`src/rtl/adapter_high_perf.sv`:
```
`default_nettype none
// ============================================================================
// Module  : adapter_high_perf
// Brief   : Low-res opcode/stream responder that sequences the high-perf
//           Dilithium core through KEYGEN and VERIFY commands.
// Rev     : 1.0  initial release
// ============================================================================
module adapter_high_perf #(
    parameter int SEED_WORDS = 8,
    parameter int PK_WORDS   = 328,
    parameter int SK_WORDS   = 640,
    parameter int SIG_WORDS  = 605
) (
    input  logic        clk,
    input  logic        rst,
    input  logic [3:0]  op_in,
    input  logic        op_valid_in,
    output logic        ready_out,
    input  logic [31:0] data_in,
    input  logic        valid_in,
    output logic        ready_rcv_out,
    output logic [31:0] data_out,
    output logic        valid_out,
    input  logic        ready_rcv_in,
    output logic        err,
    output logic        hp_start,
    output logic [1:0]  hp_mode,
    output logic [31:0] hp_data_i,
    output logic        hp_valid_i,
    input  logic        hp_ready_i,
    input  logic [31:0] hp_data_o,
    input  logic        hp_valid_o,
    output logic        hp_ready_o,
    input  logic        hp_done
);

    localparam logic [3:0] c_OP_STOR_SEED = 4'b1111;
    localparam logic [3:0] c_OP_STOR_PK   = 4'b1100;
    localparam logic [3:0] c_OP_STOR_SIG  = 4'b1110;
    localparam logic [3:0] c_OP_KGEN      = 4'b0111;
    localparam logic [3:0] c_OP_LOAD_SK   = 4'b1001;
    localparam logic [3:0] c_OP_LOAD_PK   = 4'b1000;
    localparam logic [3:0] c_OP_PRECOMP   = 4'b0101;
    localparam logic [3:0] c_OP_DIGEST    = 4'b0001;
    localparam logic [3:0] c_OP_VRFY      = 4'b0100;

    localparam logic [4:0] c_S_IDLE       = 5'd0;
    localparam logic [4:0] c_S_KG_SEED    = 5'd1;
    localparam logic [4:0] c_S_KG_W_KGEN  = 5'd2;
    localparam logic [4:0] c_S_KG_EXEC    = 5'd3;
    localparam logic [4:0] c_S_KG_W_LSK   = 5'd4;
    localparam logic [4:0] c_S_KG_DUMP_SK = 5'd5;
    localparam logic [4:0] c_S_KG_W_LPK   = 5'd6;
    localparam logic [4:0] c_S_KG_DUMP_PK = 5'd7;
    localparam logic [4:0] c_S_VF_PK      = 5'd8;
    localparam logic [4:0] c_S_VF_W_SIG   = 5'd9;
    localparam logic [4:0] c_S_VF_SIG     = 5'd10;
    localparam logic [4:0] c_S_VF_W_PRE   = 5'd11;
    localparam logic [4:0] c_S_VF_W_DIG   = 5'd12;
    localparam logic [4:0] c_S_VF_LEN     = 5'd13;
    localparam logic [4:0] c_S_VF_MSG     = 5'd14;
    localparam logic [4:0] c_S_VF_W_VRFY  = 5'd15;
    localparam logic [4:0] c_S_VF_EXEC    = 5'd16;
    localparam logic [4:0] c_S_VF_RESULT  = 5'd17;

    logic [4:0]  state_q, state_d;
    logic [31:0] cnt_q, cnt_d;
    logic        err_q, err_d;
    logic        start_q, start_d;
    logic [1:0]  mode_q, mode_d;
    logic        result_q, result_d;
    logic        done_seen_q, done_seen_d;

    logic        w_op_ready;
    logic        w_op_acc;
    logic        w_in_hs;
    logic        w_out_hs;
    logic        w_cnt_last;
    logic [32:0] w_len_sum;
    logic [31:0] w_msg_words;

    assign w_op_ready = (state_q inside {c_S_IDLE, c_S_KG_W_KGEN, c_S_KG_W_LSK,
                                         c_S_KG_W_LPK, c_S_VF_W_SIG, c_S_VF_W_PRE,
                                         c_S_VF_W_DIG, c_S_VF_W_VRFY});
    assign w_op_acc    = op_valid_in & w_op_ready;
    assign w_in_hs     = valid_in & hp_ready_i;
    assign w_out_hs    = hp_valid_o & ready_rcv_in;
    assign w_cnt_last  = (cnt_q == 32'd1);
    // Byte length rounded up to words; 33 bits so L near 2^32 cannot wrap.
    assign w_len_sum   = {1'b0, data_in} + 33'd3;
    assign w_msg_words = 32'(w_len_sum >> 2);

    always_ff @(posedge clk or posedge rst) begin
        if (rst) begin
            state_q     <= c_S_IDLE;
            cnt_q       <= '0;
            err_q       <= 1'b0;
            start_q     <= 1'b0;
            mode_q      <= 2'd0;
            result_q    <= 1'b0;
            done_seen_q <= 1'b0;
        end else begin
            state_q     <= state_d;
            cnt_q       <= cnt_d;
            err_q       <= err_d;
            start_q     <= start_d;
            mode_q      <= mode_d;
            result_q    <= result_d;
            done_seen_q <= done_seen_d;
        end
    end

    always_comb begin
        state_d     = state_q;
        cnt_d       = cnt_q;
        err_d       = err_q;
        start_d     = 1'b0;
        mode_d      = mode_q;
        result_d    = result_q;
        done_seen_d = done_seen_q;
        case (state_q)
            c_S_IDLE: if (w_op_acc) begin
                if (op_in == c_OP_STOR_SEED) begin
                    start_d = 1'b1;
                    mode_d  = 2'd0;
                    cnt_d   = 32'(SEED_WORDS);
                    state_d = c_S_KG_SEED;
                end else if (op_in == c_OP_STOR_PK) begin
                    start_d = 1'b1;
                    mode_d  = 2'd1;
                    cnt_d   = 32'(PK_WORDS);
                    state_d = c_S_VF_PK;
                end else begin
                    err_d = 1'b1;
                end
            end
            c_S_KG_SEED: if (w_in_hs) begin
                cnt_d = cnt_q - 32'd1;
                if (w_cnt_last) state_d = c_S_KG_W_KGEN;
            end
            c_S_KG_W_KGEN: if (w_op_acc) begin
                if (op_in == c_OP_KGEN) state_d = c_S_KG_EXEC;
                else err_d = 1'b1;
            end
            // First sk word is only observed here; the dump state consumes it.
            c_S_KG_EXEC: if (hp_valid_o) state_d = c_S_KG_W_LSK;
            c_S_KG_W_LSK: if (w_op_acc) begin
                if (op_in == c_OP_LOAD_SK) begin
                    cnt_d   = 32'(SK_WORDS);
                    state_d = c_S_KG_DUMP_SK;
                end else begin
                    err_d = 1'b1;
                end
            end
            c_S_KG_DUMP_SK: if (w_out_hs) begin
                cnt_d = cnt_q - 32'd1;
                if (w_cnt_last) state_d = c_S_KG_W_LPK;
            end
            c_S_KG_W_LPK: if (w_op_acc) begin
                if (op_in == c_OP_LOAD_PK) begin
                    cnt_d       = 32'(PK_WORDS);
                    done_seen_d = 1'b0;
                    state_d     = c_S_KG_DUMP_PK;
                end else begin
                    err_d = 1'b1;
                end
            end
            c_S_KG_DUMP_PK: begin
                if (hp_done) done_seen_d = 1'b1;
                if (w_out_hs) begin
                    cnt_d = cnt_q - 32'd1;
                    if (w_cnt_last) begin
                        state_d = c_S_IDLE;
                        if (!(done_seen_q | hp_done)) err_d = 1'b1;
                    end
                end
            end
            c_S_VF_PK: if (w_in_hs) begin
                cnt_d = cnt_q - 32'd1;
                if (w_cnt_last) state_d = c_S_VF_W_SIG;
            end
            c_S_VF_W_SIG: if (w_op_acc) begin
                if (op_in == c_OP_STOR_SIG) begin
                    cnt_d   = 32'(SIG_WORDS);
                    state_d = c_S_VF_SIG;
                end else begin
                    err_d = 1'b1;
                end
            end
            c_S_VF_SIG: if (w_in_hs) begin
                cnt_d = cnt_q - 32'd1;
                if (w_cnt_last) state_d = c_S_VF_W_PRE;
            end
            c_S_VF_W_PRE: if (w_op_acc) begin
                if (op_in == c_OP_PRECOMP) state_d = c_S_VF_W_DIG;
                else err_d = 1'b1;
            end
            c_S_VF_W_DIG: if (w_op_acc) begin
                if (op_in == c_OP_DIGEST) begin
                    cnt_d   = 32'd1;
                    state_d = c_S_VF_LEN;
                end else begin
                    err_d = 1'b1;
                end
            end
            c_S_VF_LEN: if (w_in_hs) begin
                cnt_d   = w_msg_words;
                state_d = (w_msg_words == 32'd0) ? c_S_VF_W_VRFY : c_S_VF_MSG;
            end
            c_S_VF_MSG: if (w_in_hs) begin
                cnt_d = cnt_q - 32'd1;
                if (w_cnt_last) state_d = c_S_VF_W_VRFY;
            end
            c_S_VF_W_VRFY: if (w_op_acc) begin
                if (op_in == c_OP_VRFY) state_d = c_S_VF_EXEC;
                else err_d = 1'b1;
            end
            c_S_VF_EXEC: if (hp_valid_o) begin
                result_d = hp_data_o[0];
                state_d  = c_S_VF_RESULT;
            end
            c_S_VF_RESULT: if (ready_rcv_in) state_d = c_S_IDLE;
            default: state_d = c_S_IDLE;
        endcase
    end

    always_comb begin
        ready_out     = w_op_ready;
        ready_rcv_out = 1'b0;
        hp_data_i     = '0;
        hp_valid_i    = 1'b0;
        data_out      = '0;
        valid_out     = 1'b0;
        hp_ready_o    = 1'b0;
        case (state_q)
            c_S_KG_SEED, c_S_VF_PK, c_S_VF_SIG, c_S_VF_LEN, c_S_VF_MSG: begin
                hp_data_i     = data_in;
                hp_valid_i    = valid_in;
                ready_rcv_out = hp_ready_i;
            end
            c_S_KG_DUMP_SK, c_S_KG_DUMP_PK: begin
                data_out   = hp_data_o;
                valid_out  = hp_valid_o;
                hp_ready_o = ready_rcv_in;
            end
            c_S_VF_EXEC: hp_ready_o = 1'b1;
            c_S_VF_RESULT: begin
                valid_out = 1'b1;
                data_out  = {31'b0, result_q};
            end
            default: ;
        endcase
    end

    assign err      = err_q;
    assign hp_start = start_q;
    assign hp_mode  = mode_q;

endmodule
`default_nettype wire

```
`config.mk`:
```
export PLATFORM = sky130hd
export DESIGN_NAME = adapter_high_perf
export DESIGN_NICKNAME = d
export VERILOG_FILES = /design/src/rtl/adapter_high_perf.sv
export SDC_FILE = /design/constraint.sdc
export NUM_CORES = 1
export LEC_CHECK = 0
export CAP_MARGIN = 20
export CORE_MARGIN = 1
export CORE_UTILIZATION = 30
export CTS_CLUSTER_SIZE = 8
export DETAILED_ROUTE_END_ITERATION = 10
export PLACE_DENSITY = 0.7
export SETUP_SLACK_MARGIN = 0.05
export SYNTH_ARGS = -nofsm -noshare
export SYNTH_HDL_FRONTEND = slang
export SYNTH_SLANG_ARGS = --single-unit
```
`constraint.sdc`:
```
create_clock -name clk -period 2.6 [get_ports clk]
set_input_delay 0.26 -clock clk [delete_from_list [all_inputs] [get_ports clk]]
set_output_delay 0.26 -clock clk [all_outputs]
set_load 0.01 [all_outputs]
```
### Word level (Yosys, flattened, before mapping)

Cells that the tools add are included.

* bits in registers: 43
* input bits: 76
* output and inout port bits: 73
* word-level logic and storage cells: 188

* add/subtract/negate cells: 2
* eq/ne operators: 72
* multiplexer cells: 87
* bitwise logic cells: 4
* reductions and logical operators: 16

Operators with widths (number)
* two-way mux 32 bit: 15
* one-hot mux 32 bit (8 select lines): 1
* two-way mux 5 bit: 33
* one-hot mux 5 bit (18 select lines): 1
* != test 2 bit, second input constant: 35
* one-hot mux 32 bit (2 select lines): 1
* == test 5 x 4 -> 1 bit, second input constant: 8
* adder 32 x 2 -> 33 bit, second input constant: 1
* == test 32 x 1 -> 1 bit, second input constant: 1
* zero test 32 bit: 1
* AND reduction 32 bit: 1
* subtractor 32 x 1 -> 32 bit, second input constant: 1
* two-way mux 1 bit: 30
* AND reduction 21 bit: 1
* == test 4 bit, second input constant: 5
* == test 5 x 3 -> 1 bit, second input constant: 4
* != test 2 x 1 -> 1 bit, second input constant: 9
* nonzero test 8 bit: 2
* AND reduction 14 bit: 1
* == test 4 x 3 -> 1 bit, second input constant: 3
* == test 5 x 2 -> 1 bit, second input constant: 2
* == test 5 bit, second input constant: 2
* one-hot mux 1 bit (9 select lines): 1
* nonzero test 9 bit: 1
* 15 further kinds: 21

### Depth between registers and ports, before layout

* depth after elaboration: 5
* gate-level depth with buffers: 10
* mapped depth without buffers: 9

### Least setup slack after synthesis

Ideal clock, no wire load.

* kind: reg2reg
* start point: register cnt_q[0]
* end point: register cnt_q[20]
* setup time: 135 ps
* arrival time: 2439 ps
* data required time: 2465 ps
* setup slack: 26 ps
* stages on the path, launching flop included: 11
* path buffers: 1
* clock period less this slack: 2574 ps
* path through: dfrtp_1 -> inv_1 -> ha_1 -> or4b_2 -> clkbuf_1 -> nor3_1 -> nand2_1 -> nor3_1 -> a21oi_1 -> o21ai_0 -> o21ai_0

* word-level cells in the longest chain between the ends: 3
* elaborated cells between the ends (all ways): 4
* those cells by class: 1 x add/sub; 3 x mux

RTL lines
* from (decl): RTL line 67 `logic [31:0] cnt_q, cnt_d;`
* from (signal assigned): RTL line 104 `cnt_q <= cnt_d;`
* subtractor 32 x 1 -> 32 bit (*)
* two-way mux 32 bit, on equally long branches
* one-hot mux 32 bit (8 select lines) (*): RTL line 121 `case (state_q)`

Mark *: on every way between the ends. The rest lies on a longest branch, timed or not. The select of a mux whose other input is x is not followed.
A chain may end at the register's enable or synchronous reset.

### Worst setup path in the final report

* start point: register state_q[0]
* end point: register state_q[0]

* word-level cells in the longest chain between the ends: 5
* elaborated cells between the ends (all ways): 54
* those cells by class: 49 x eq/ne; 1 x mux; 1 x bitwise; 3 x reduce/logical

RTL lines
* from (decl): RTL line 66 `logic [4:0] state_q, state_d;`
* from (signal assigned): RTL line 95 `state_q <= c_S_IDLE;`
* from (signal assigned): RTL line 103 `state_q <= state_d;`
* == test 5 x 2 -> 1 bit, or another cell as far along: RTL line 82, 121
* nonzero test 8 bit: RTL line 82 `assign w_op_ready = (state_q inside {c_S_IDLE, c_S_KG_W_KGEN, c_S_KG_W_LSK,`
* bitwise AND 1 bit: RTL line 85 `assign w_op_acc = op_valid_in & w_op_ready;`
* != test 2 bit (no source line)
* AND reduction 32 bit (no source line)

Parallel ways exist; a longest one is shown, timed or not.

==> summary by stage <==
Status
The run finished, with violations left. The final reports fail on negative setup slack.

Route
The number of vias per cell after detailed routing is around 5.4. The post-detailed-route DRC marker count is 0. The violation count after the first detailed-route iteration is ~430. The average detailed-routed wire length per instance is roughly 15 um. The number of nets with antenna violations after detailed routing is 0. The total detailed-routing wirelength is approximately 16000 um. The count of vias placed by the detailed router is 5485.

Before antenna repair, the detailed router went through 5 iterations.

Die
In this run the horizontal extent of the chip is 123.3 um. The boundary pin count is 149. The chip height is 123.3 um.

The initial utilization of the core area, before any placement, comes to 31.29%. The initialized floorplan defines 43 standard-cell rows. The floorplan step defined a die boundary enclosing 15190 um^2. The core region is 14100 um^2.

Setup path
The critical path goes through buf_4 > buf_4 > nor4b_1 > nor2_1 > a221oi_1 > a21oi_1 > o2111ai_4 > mux2i_2 > o31ai_1. For the worst flop-to-flop path, the logic depth is 9. Counting stages on the worst path, the most repeated cell is buf_4. In this run the critical register-to-register path is launched from state_q[0]. Data on the critical path is required at its endpoint by 2.76 ns.

For this run, the slowest stage of the critical path takes 0.48 ns. In this run the worst path has a maximum fanout of 29. The type of the setup path with the least slack is reg -> reg.

The slowest stage of the critical path is the dfrtp_1 cell. The critical path crosses 9 cells after its start point. The endpoint identified for the worst register-to-register timing path is state_q[0]. The critical path contains buffers and inverters numbering 2 combined. For flop-to-flop paths, the worst setup slack is -0.05 ns. The arrival time of the worst setup path is approximately 2.8 ns.

STA classifies the critical path startpoint as a flop. The type of element capturing the critical path is a flop. The cell type group with the largest total delay on the critical path is compound AO/OA/AOI/OAI gates.

Power and ir drop
Summing internal, switching and leakage power gives 7.696 mW. The switching share of power is approximately 47%. The total power divided by cell area is 1072 nW/um^2.

The part of the power in combinational logic is 75.3%. The fraction of power consumed by the clock network is approximately 9.7%. VDD sags by at most a little under 0.6 mV. The net switching component of the power is 3.600 mW. For this design the static power due to leakage is 3.263 nW.

The internal power is between 4 and 5 mW. Per report_power, the sequential group accounts for 14.9% of the total.

Placed design
At the placement stage, the worst setup path has a slack of -0.1651 ns. The number of placed instances, taps included, is 993. The post-DP HPWL is 11560 um.

Port buffering added 147 buffers. The weighted congestion reported at the end of routability-driven placement is 0.9072.

Finish
The area growth from synthesis to final layout is 62.75%. Leaving out fill and tap cells, the most frequent cell in the layout is clkdlybuf4s50_1. The count of cells in the finished layout, fillers not included, comes to 1014.

The library cells used most frequently in the layout, excluding fill and tap cells, are clkdlybuf4s50_1, buf_4, nor2_1, o21ai_0. The core utilization of the finished layout is between 50% and 60%. The number of diodes added for antenna fixing is 0. The number of nets in the final layout is 911. The post-route netlist has 18.94% of its cells at a drive strength greater than 1.

Synthesis
Synthesis inferred 42 register bits. The number of warnings printed during yosys synthesis is 0. After synthesis, the cell types taking the most area are dfrtp_1, o21ai_0, nor2_1. The area share of the largest cell type after synthesis is 23.83%. The proportion of synthesized chip area in sequential cells is 23.83%.

The primary flip-flop cell chosen by synthesis mapping is dfrtp_1. The number of enable-type register cells in the synthesized netlist is 0. The synthesized instance count is 611.

The cell area that synthesis handed to floorplanning was 4410 um^2. A synthesized cell averages around 7.2 um^2. Counting flops with an async set or reset pin after synthesis yields a share of 100.0%. In this run, distinct cell masters in the synthesized netlist total 70.

Of all cell types, the one taking the most synthesized area is dfrtp_1. The number of nets produced by synthesis is 689.

Clock tree
The clock reaches the later pin of the worst-skew pair after 0.30 ns. The clock passes through at most 2 buffers. The CTS tree is done. Clock-pin slew was measured on the worst setup and hold paths at ~0.070 ns.

After clock tree synthesis, the flow added hold-fix buffers numbering 0. TritonCTS created 5 clock buffers. For this design, the sink count on the clock tree is between 40 and 50. The H-tree was split into 2 levels. CTS placed an instance of clkbuf_16 at the clock tree root.

GRT
The first global-routing pass estimated around 25000 um of wire. The leftover overflow at the end of global routing is 0. The number of global-route vias before repair came to slightly below 5k. Global routing used 20.19% of the available tracks across all layers. The initial antenna violation count is 0. Entering global routing, the biggest net connects 43 pins.

STA
The final setup violation count is 1. The final-layout worst hold slack is approximately 0.4 ns. The achievable clock frequency is about 380 MHz. The setup slack after layout is -0.04831 ns. The worst-margin pin slew is 0.6105 ns. The final number of max-transition violations is 0. Setup repair after global routing could not meet its margin everywhere. The normalized max-slew margin is 59.19%. The final hold violation count is 0.

Subtracting the final worst setup slack from the clock period gives ~2.6 ns. The share of the clock period used by the worst path is 101.9%. Between clock sinks in the finished design, the worst skew comes to 0.008171 ns.

Job
The max-capacitance violation count is 0.

Min path
The worst hold path belongs to the class in -> async.
## power groups by stage
stage | sequential [mW] | clock [mW] | combinational [mW]
floorplan | 1.05 | 0 | 3.10
global placement | 1.13 | 0 | 5.31
CTS | 1.13 | 0.747 | 5.51
finish | 1.15 | 0.748 | 5.80
detailed placement | 1.13 | 0 | 5.35
global route | 1.18 | 0.785 | 6.28
## routing by layer
metal	part of all wire [%]	vias up	global-route usage, %
met2	46	244	34.60
met3	8.2	29	3.413
met4	1.9	0	5.346
met5	0	-	0
li1	-	2684	-
met1	44	2528	26.05
## worst max-delay path by stage
| stage | slack (ns) | to | start |
|---|---|---|---|
| floorplan | 0.15 | cnt_q[20] | cnt_q[0] |
| global placement | -0.08 | state_q[2] | op_in[3] |
| detailed placement | -0.17 | cnt_q[2] | op_in[3] |
| CTS | 0.03 | state_q[2] | cnt_q[24] |
| global route | -0.10 | state_q[0] | state_q[0] |
| finish | -0.05 | state_q[0] | state_q[0] |
## cells in the mapped netlist, drive strengths merged, types with 5 or more instances
cell / n
inv: 12
nor3b: 7
o31ai: 5
xnor2: 20
o21ai: 60
nand3: 26
nor3: 17
buf: 10
o22ai: 6
dfrtp: 42
and3: 39
a31oi: 6
a22oi: 5
a22o: 9
clkbuf: 38
and2: 38
a21oi: 34
nand2b: 10
or3: 14
nor4: 14
nand4: 10
nand2: 38
xor2: 15
nor2: 66
## area by class of cell
cell class,count,area (um^2)
clock buffer,6,128.9
clock inverter,2,37.54
fill,1338,6918
inverter,12,45.04
multi-input combinational,509,3221
sequential,42,1055
tap,180,225.2
timing repair buffer,263,2466
## flip-flops by register name, indices dropped and copies added (netlist names)
name / count
hp_mode: 1
done_seen_q: 1
result_q: 1
state_q: 5
hp_start: 1
err: 1
cnt_q: 32
## cells by family (layout without fill, tap and decap cells)
kind of cell	Yosys count	after routing	synth area share (%)
AND/OR/NAND/NOR	298	298	36.96
multiplexers	4	4	0.9645
flip-flops	42	42	23.83
adder cells (fa/ha/maj)	2	2	0.5673
buffers and inverters	60	283	5.362
XOR/XNOR	35	35	6.950
other	1	1	0.08502
AO/OA/AOI/OAI	169	169	25.28
## timing repair
action | in CTS | in global routing
setup buffers | 3 | 9
endpoints found under the setup margin | 69 | 85
pin swaps | 5 | 2
gates resized for setup | 7 | 41
cloned | 1 | 0
## stage by stage
step	instance area, um^2	setup TNS (ns)
floorplan	4415	0
global placement	6728	-1.291
detailed placement	6728	-3.310
CTS	6977	0
global route	7178	-0.3566
finish	7178	-0.04831
## worst register-to-register path, stage by stage, from the launching register on
cell,delay (ns)
dfrtp_1,0.48
buf_4,0.22
buf_4,0.21
nor4b_1,0.33
nor2_1,0.10
a221oi_1,0.39
a21oi_1,0.12
o2111ai_4,0.21
mux2i_2,0.33
o31ai_1,0.13
Note: power is estimated with default switching activity, not from simulation.
